**src/rtl/seg_scan_mux_if.sv**
```systemverilog
// Load handshake bundle for seg_scan_mux: a producer offers a 16-bit display
// value and the scanner accepts it when it has no update already waiting.
interface seg_scan_mux_if;
    logic        load_valid;
    logic [15:0] load_data;
    logic        load_ready;

    modport master (
        output load_valid,
        output load_data,
        input  load_ready
    );

    modport slave (
        input  load_valid,
        input  load_data,
        output load_ready
    );
endinterface

```
**src/rtl/seg_scan_mux.sv**
```systemverilog
// Four-digit multiplexed hex display scanner with a frame-aligned,
// double-buffered load path and optional leading-zero blanking.
module seg_scan_mux #(
    parameter int unsigned CLK_DIV       = 50000,
    parameter bit          BLANK_LEADING = 1'b1
) (
    input  logic                 clk,
    input  logic                 rst_n,
    input  logic                 en,
    seg_scan_mux_if.slave        load,
    output logic [3:0]           hex_sel,
    output logic [3:0]           an
);

    localparam int unsigned PW = (CLK_DIV > 2) ? $clog2(CLK_DIV) : 1;
    localparam logic [PW-1:0] PRESC_LAST = PW'(CLK_DIV - 1);

    logic [PW-1:0] presc;
    logic [1:0]    digit;
    logic [15:0]   disp;
    logic [15:0]   shadow;
    logic          pending;
    logic          tick;
    logic          frame_end;
    logic          take;
    logic [3:0]    zero_above;

    assign tick            = en && (presc == PRESC_LAST);
    assign frame_end       = tick && (digit == 2'd3);
    assign take            = load.load_valid && !pending;
    assign load.load_ready = !pending;

    always_ff @(posedge clk or negedge rst_n) begin
        if (!rst_n) begin
            presc <= '0;
            digit <= 2'd0;
        end else if (en) begin
            if (tick) begin
                presc <= '0;
                digit <= digit + 2'd1;
            end else begin
                presc <= presc + PW'(1);
            end
        end
    end

    // A new value only reaches disp at a frame boundary, so a frame never
    // shows a mix of old and new nibbles. A handshake on the boundary cycle
    // itself lands in shadow and waits for the following boundary.
    always_ff @(posedge clk or negedge rst_n) begin
        if (!rst_n) begin
            disp    <= 16'h0000;
            shadow  <= 16'h0000;
            pending <= 1'b0;
        end else begin
            if (frame_end && pending) begin
                disp    <= shadow;
                pending <= 1'b0;
            end
            if (take) begin
                shadow  <= load.load_data;
                pending <= 1'b1;
            end
        end
    end

    // zero_above[k] marks digit k as part of a run of leading zeros; digit 0
    // is never blanked so a zero value still shows a single "0".
    always_comb begin
        zero_above    = 4'b0000;
        zero_above[3] = (disp[15:12] == 4'h0);
        zero_above[2] = (disp[15:8]  == 8'h00);
        zero_above[1] = (disp[15:4]  == 12'h000);
    end

    always_comb begin
        hex_sel = disp[{digit, 2'b00} +: 4];
        an      = 4'hF;
        if (en && !(BLANK_LEADING && zero_above[digit])) begin
            an = ~(4'b0001 << digit);
        end
    end

endmodule

```
**src/flat_wrapper.sv**
```systemverilog
// flat-port wrapper written by rule: the top's interface ports become plain ports
module seg_scan_mux_flat 
#(
    parameter int unsigned CLK_DIV       = 50000,
    parameter bit          BLANK_LEADING = 1'b1
)
  (clk, rst_n, en, hex_sel, an, load_load_valid, load_load_data, load_load_ready);
  seg_scan_mux_if load_i ();
  input  logic clk;
  input  logic rst_n;
  input  logic en;
  output logic [3:0] hex_sel;
  output logic [3:0] an;
  input wire logic [$bits(load_i.load_valid)-1:0] load_load_valid;
  input wire logic [$bits(load_i.load_data)-1:0] load_load_data;
  output wire logic [$bits(load_i.load_ready)-1:0] load_load_ready;
  assign load_i.load_valid = load_load_valid;
  assign load_i.load_data = load_load_data;
  assign load_load_ready = load_i.load_ready;
  seg_scan_mux #(.CLK_DIV(CLK_DIV), .BLANK_LEADING(BLANK_LEADING)) u_core (.clk(clk), .rst_n(rst_n), .en(en), .load(load_i), .hex_sel(hex_sel), .an(an));
endmodule
```
**config.mk**
```make
export PLATFORM = sky130hd
export DESIGN_NAME = seg_scan_mux_flat
export DESIGN_NICKNAME = d
export VERILOG_FILES = /design/src/rtl/seg_scan_mux_if.sv /design/src/rtl/seg_scan_mux.sv /design/src/flat_wrapper.sv
export SDC_FILE = /design/constraint.sdc
export NUM_CORES = 1
export LEC_CHECK = 0
export CAP_MARGIN = 20
export CORE_ASPECT_RATIO = 1.4
export CORE_MARGIN = 2
export CORE_UTILIZATION = 30
export CTS_BUF_LIST = sky130_fd_sc_hd__clkbuf_4 sky130_fd_sc_hd__clkbuf_8 sky130_fd_sc_hd__clkbuf_16
export CTS_CLUSTER_DIAMETER = 50
export DETAILED_ROUTE_END_ITERATION = 10
export GPL_ROUTABILITY_DRIVEN = 0
export PLACE_DENSITY = 0.47
export SETUP_SLACK_MARGIN = 0.05
export SYNTH_ARGS = -nofsm -noshare
export SYNTH_HDL_FRONTEND = slang
export SYNTH_SLANG_ARGS = --single-unit
```
**constraint.sdc**
```tcl
create_clock -name clk -period 5.23 [get_ports clk]
set_clock_uncertainty 0.05 [all_clocks]
set_input_delay 0.7845 -clock clk [delete_from_list [all_inputs] [get_ports clk]]
set_output_delay 0.7845 -clock clk [all_outputs]
set_load 0.005 [all_outputs]
```
==> impl_metrics.yaml, run 1 <==
floorplanning:
  ios: 29
  die_y_um: 110
  dieWidth_um: 79.7
  dieArea_um2: 8770
  design.core.area_um2: 7750
  rows: 38
  initial_core_util: 0.311
hold_path:
  hp-class: "reg2reg"
power:
  powerDensity_nw_per_um2: 275
  pwr-share-clk: 0.289
  p_leak_nw: 1.26
  p_switching_mw: 0.202
  p_sw_frac: 0.257
  seqPwrFrac: 0.600
  finalPower_mw: 0.786
  internal_power_mw: 0.583
  pwr-share-comb: 0.111
  vdd_drop_max_v: 0.000158
sta:
  max_slew_margin: 0.563
  whs_ns: 0.428
  final-setup-viol-count: 0
  worst_pin_slew_ns: 0.656
  fin_ws_ns: 2.21
  fmax_mhz: 331
  min_period_ns: 3.02
  slew_viol_final: 0
  setup_tns_ns: 0
  period_share: 0.577
  rsz0062_at_grt: "false"
  finalHoldViolations: 0
setup_path:
  path_cells: "nor4_1 -> and4b_1 -> o21ai_0 -> nand3_1 -> clkdlybuf4s50_1"
  crit_buf_inv: 1
  max_stage_delay_ns: 0.51
  crit_type: "reg2out"
  crit_path_max_fanout: 4
  end_kind: "output port"
  critical_path.top_delay_family: "simple AND/OR/NAND/NOR gates"
  critPathRequiredTime_ns: 4.40
  slowest_stage: "clkdlybuf4s50_1"
  start_kind: "register"
  worstPathArrival_ns: 2.18
place:
  io_buffer_count: 28
  pre_cts_ws_ns: 2.18
  place_area_um2: 2770
  post-place-cells: 301
  hpwl_mm: 3.21
cts:
  clock_latency_ns: 0.30
  cts_sinks: 51
  cts_tree: "done"
  cts_setup_buffers: 0
  cts-hold-fix-buffers: 0
  htree_levels: 2
  cts-root-buf: "clkbuf_8"
  clk_pin_slew_worst_paths_ns: 0.09
  cts_buffers: 5
  cts_max_path_buffers: 2
  cts_resized: 0
logic_synthesis:
  netlist_top_cells_area: "dfrtp_1, mux2_2, mux2_4"
  synth_area_um2: 2410
  syn_nets: 204
  ys_seq_area_frac: 0.530
  yosys_warnings: 0
  synth-seq-cells: 51
  ys_types: 31
  synth.avg_cell_area_um2: 13.5
  yosysTopAreaCellShare: 0.530
  synth_cells: 179
  synth_top_area_cell: "dfrtp_1"
detailed_routing:
  routed_via_density: 4.62
  finalWirelength_mm: 4.48
  drt_pass1_iterations: 4
  drc: 0
  ant_nets: 0
  vias: 1429
  wl_per_cell_um: 14.5
  first_iter_violations: 68
final_layout:
  n_antenna_cell: 0
  syn_to_final_growth_pct: 18.6
  layout_common_cells: "dfrtp_1, clkdlybuf4s50_1, mux2_2"
  final_cells: 309
  finalInstanceArea_um2: 2860
  final_common_cell: "dfrtp_1"
  fillers: 768
  register_area_um2: 1280
  drive_gt1_frac: 0.254
  multi_input_area_um2: 1060
  fin_nets: 233
  post-route-util: 0.369
grt:
  antenna_found_initial: 0
  grt-ovfl-total: 0
  grt_pass1_wl_mm: 7.50
  grt_max_degree: 52
  track_usage: 0.112
  grt_pass1_vias: 1467
outcome:
  status: "finished, final reports clean"
flow_run:
  max_cap_violations: 0
[worst reg2reg max path, stage by stage, from the launching register on]
cell	delay, ns
dfrtp_1	0.41
ha_1	0.21
and4_1	0.35
nand4_4	0.19
nor2_8	0.37
mux2_2	0.39
[logic make-up (layout without fill, tap and decap cells)]
kind of cell / after synthesis / count (layout) / share of synthesized area
adders and majority gates: 5 / 5 / 0.0260
buffers and inverters: 13 / 43 / 0.0312
and+or+nand+nor: 54 / 54 / 0.142
AOI/OAI and AO/OA: 5 / 5 / 0.0130
xor gates and xnor gates: 12 / 12 / 0.0436
muxes: 39 / 39 / 0.214
DFF: 51 / 51 / 0.530
[state kept, by name, indices dropped and copies added (netlist names)]
signal and count:
u_core.disp 16, u_core.digit 2, u_core.shadow 16, u_core.presc 16, u_core.pending 1
[final timing paths]
| kind | from | endpoint | slack, ns | cells past startpoint |
|---|---|---|---|---|
| worst min-delay path | u_core.presc[15] | u_core.presc[15] | 0.43 | 1 |
| worst min register to register | u_core.presc[15] | u_core.presc[15] | 0.43 | 1 |
| min in group asynchronous | rst_n | u_core.shadow[3] | 0.55 | 2 |
| worst max-delay path | u_core.disp[9] | an[1] | 2.21 | 5 |
| worst max register to register | u_core.presc[0] | u_core.disp[3] | 3.15 | 5 |
| max in group asynchronous | rst_n | u_core.presc[11] | 4.15 | 2 |
[Yosys cell counts]
| library cell | number |
|---|---|
| o21a_1 | 1 |
| nor2b_1 | 2 |
| nor4_1 | 3 |
| nor2_1 | 11 |
| xnor2_1 | 8 |
| nand4_1 | 6 |
| mux2_4 | 9 |
| dfrtp_1 | 51 |
| a31o_2 | 1 |
| buf_12 | 1 |
| nand4_4 | 1 |
| mux2_2 | 24 |
| mux2i_1 | 2 |
| nand3_1 | 8 |
| buf_4 | 2 |
| and4_1 | 3 |
| buf_2 | 2 |
| o21ai_0 | 2 |
| nor4b_4 | 1 |
| a21oi_1 | 1 |
| nor2_8 | 1 |
| and4b_1 | 1 |
| ha_1 | 5 |
| and4_2 | 1 |
| and4bb_1 | 2 |
| mux4_2 | 4 |
| xor2_1 | 4 |
| nand2_1 | 11 |
| nor3_1 | 3 |
| inv_1 | 5 |
| clkbuf_1 | 3 |
[final cells by class]
class                           instances  share of cell area
Sequential cell                        51               0.447
Clock inverter                          2             0.00438
Tap cell                              100              0.0438
Multi-Input combinational cell        115               0.370
Clock buffer                            6              0.0267
Timing Repair Buffer                   30               0.102
Inverter                                5             0.00657
[power by group through the flow]
stage,Sequential (mW),Combinational (mW),Clock [mW]
2_1_floorplan,0.467,0.0598,0
3_3_place_gp,0.481,0.0877,0
5_1_grt,0.479,0.0990,0.254
3_5_place_dp,0.479,0.0886,0
4_1_cts,0.471,0.0894,0.241
6_report,0.471,0.0871,0.227
[routing by layer]
layer	global-route usage	vias to the layer above	share of wire
met5	0	-	0
met4	0.0333	0	0.0089
met3	0.0261	6	0.039
met2	0.188	27	0.49
met1	0.144	709	0.46
li1	-	687	-
No activity file was read; power rests on OpenSTA's default activity.
==> run 2, diff against run 1 <==
Clock period 5.23 ns to 3.15 ns, I/O delays scaled along.
==> run 2 against run 1 <==
Cell area is 0.88% higher. Critical path depth stayed put. Critical endpoint is now an[3]. Die area stayed put. Sequential share of layout area is 0.39 points lower.
==> impl_metrics.yaml, run 2 (same netlist as run 1, synthesis figures left out) <==
outcome:
  status: "finished, final reports clean"
cts:
  cts_resized: 0
  cts-root-buf: "clkbuf_8"
  cts_setup_buffers: 0
  cts-hold-fix-buffers: 0
  cts_sinks: 51
  clk_pin_slew_worst_paths_ns: 0.09
  htree_levels: 2
  clock_latency_ns: 0.30
  cts_max_path_buffers: 2
  cts_tree: "done"
  cts_buffers: 5
detailed_routing:
  ant_nets: 0
  routed_via_density: 4.75
  first_iter_violations: 54
  wl_per_cell_um: 15.0
  finalWirelength_mm: 4.66
  vias: 1477
  drc: 0
  drt_pass1_iterations: 4
final_layout:
  layout_common_cells: "dfrtp_1, clkdlybuf4s50_1, mux2_2"
  syn_to_final_growth_pct: 19.6
  n_antenna_cell: 0
  drive_gt1_frac: 0.261
  reg_top3: "u_core.disp (16), u_core.presc (16), u_core.shadow (16)"
  fin_nets: 235
  final_common_cell: "dfrtp_1"
sta:
  setup_tns_ns: 0
  rsz0062_at_grt: "false"
  max_slew_margin: 0.592
  period_share: 0.865
  min_period_ns: 2.73
  whs_ns: 0.131
  finalHoldViolations: 0
  slew_viol_final: 0
  fmax_mhz: 367
  final-setup-viol-count: 0
  worst_pin_slew_ns: 0.612
setup_path:
  crit_path_max_fanout: 4
  critPathRequiredTime_ns: 2.63
  start_kind: "register"
  crit_type: "reg2out"
  end_kind: "output port"
  worstPathArrival_ns: 2.20
power:
  pwr-share-clk: 0.300
  internal_power_mw: 0.997
  p_sw_frac: 0.256
  vdd_drop_max_v: 0.000193
  powerDensity_nw_per_um2: 465
  pwr-share-comb: 0.114
  p_switching_mw: 0.343
  finalPower_mw: 1.34
  seqPwrFrac: 0.587
  p_leak_nw: 1.28
flow_run:
  max_cap_violations: 0
hold_path:
  hp-class: "in2async"
place:
  hpwl_mm: 3.50
  io_buffer_count: 28
grt:
  grt-ovfl-total: 0
  grt_pass1_wl_mm: 7.83
  antenna_found_initial: 0
  track_usage: 0.117
  grt_max_degree: 27
  grt_pass1_vias: 1558
floorplanning:
  rows: 38
  dieWidth_um: 79.7
  design.core.area_um2: 7750
  initial_core_util: 0.311
  dieArea_um2: 8770
  die_y_um: 110
  ios: 29
-- run 2: changes by cell type in the layout (fill, tap and decap cells not counted), sizes merged --
cell      delta
clkbuf       +1
clkinvlp     -1
buf          +2
-- run 2: stage by stage --
step	setup slack, ns	area [um^2]	util	std cells
floorplan	1.36	2410	-	179
global placement	0.729	2780	0.359	303
detailed placement	0.698	2780	0.359	303
CTS	0.420	2880	0.372	311
finish	0.424	2880	0.372	311
global route	0.271	2880	0.372	311
-- run 2: worst max-delay path: stages (launching register included) --
cell             delay [ns]
dfrtp_1                0.43
nor4_1                 0.37
and4b_1                0.23
o21ai_0                0.20
nand3_1                0.18
clkdlybuf4s50_1        0.51
-- run 2: final cells by class --
class	count	area (um^2)
fill	770	4870
sequential	51	1280
multi-input combinational	115	1060
timing repair buffer	32	305
tap	100	125
clock buffer	7	90.1
inverter	5	18.8
clock inverter	1	8.76
-- run 2: power by group through the flow --
| stage | clock network (mW) | logic (mW) | registers [mW] |
|---|---|---|---|
| global route | 0.450 | 0.170 | 0.798 |
| detailed placement | 0 | 0.156 | 0.800 |
| finish | 0.401 | 0.152 | 0.786 |
| floorplan | 0 | 0.0993 | 0.775 |
| CTS | 0.427 | 0.157 | 0.787 |
| global placement | 0 | 0.154 | 0.801 |
-- run 2: routing by layer --
layer  wire length [um]  vias to the layer above  track usage
li1                   -                      695            -
met3                158                        2       0.0220
met1               2030                      756        0.145
met4                 23                        0       0.0296
met5                  0                        -            0
met2               2440                       24        0.208
-- run 2: final timing paths --
check	start	endpoint	slack, ns	cells past startpoint
hold reg to reg	u_core.presc[15]	u_core.presc[15]	0.43	1
hold / removal	rst_n	u_core.presc[1]	0.13	1
setup / recovery	u_core.disp[9]	an[3]	0.42	5
setup reg to reg	u_core.presc[0]	u_core.disp[1]	1.04	5
min in group clk	u_core.presc[15]	u_core.presc[15]	0.43	1
max in group asynchronous	rst_n	u_core.shadow[2]	2.28	2
==> run 3, diff against run 2 <==
Settings changed: HOLD_SLACK_MARGIN set to 0.03.
==> results of run 3 <==
No change in the layout: final DEF, timing and power equal those of run 2.
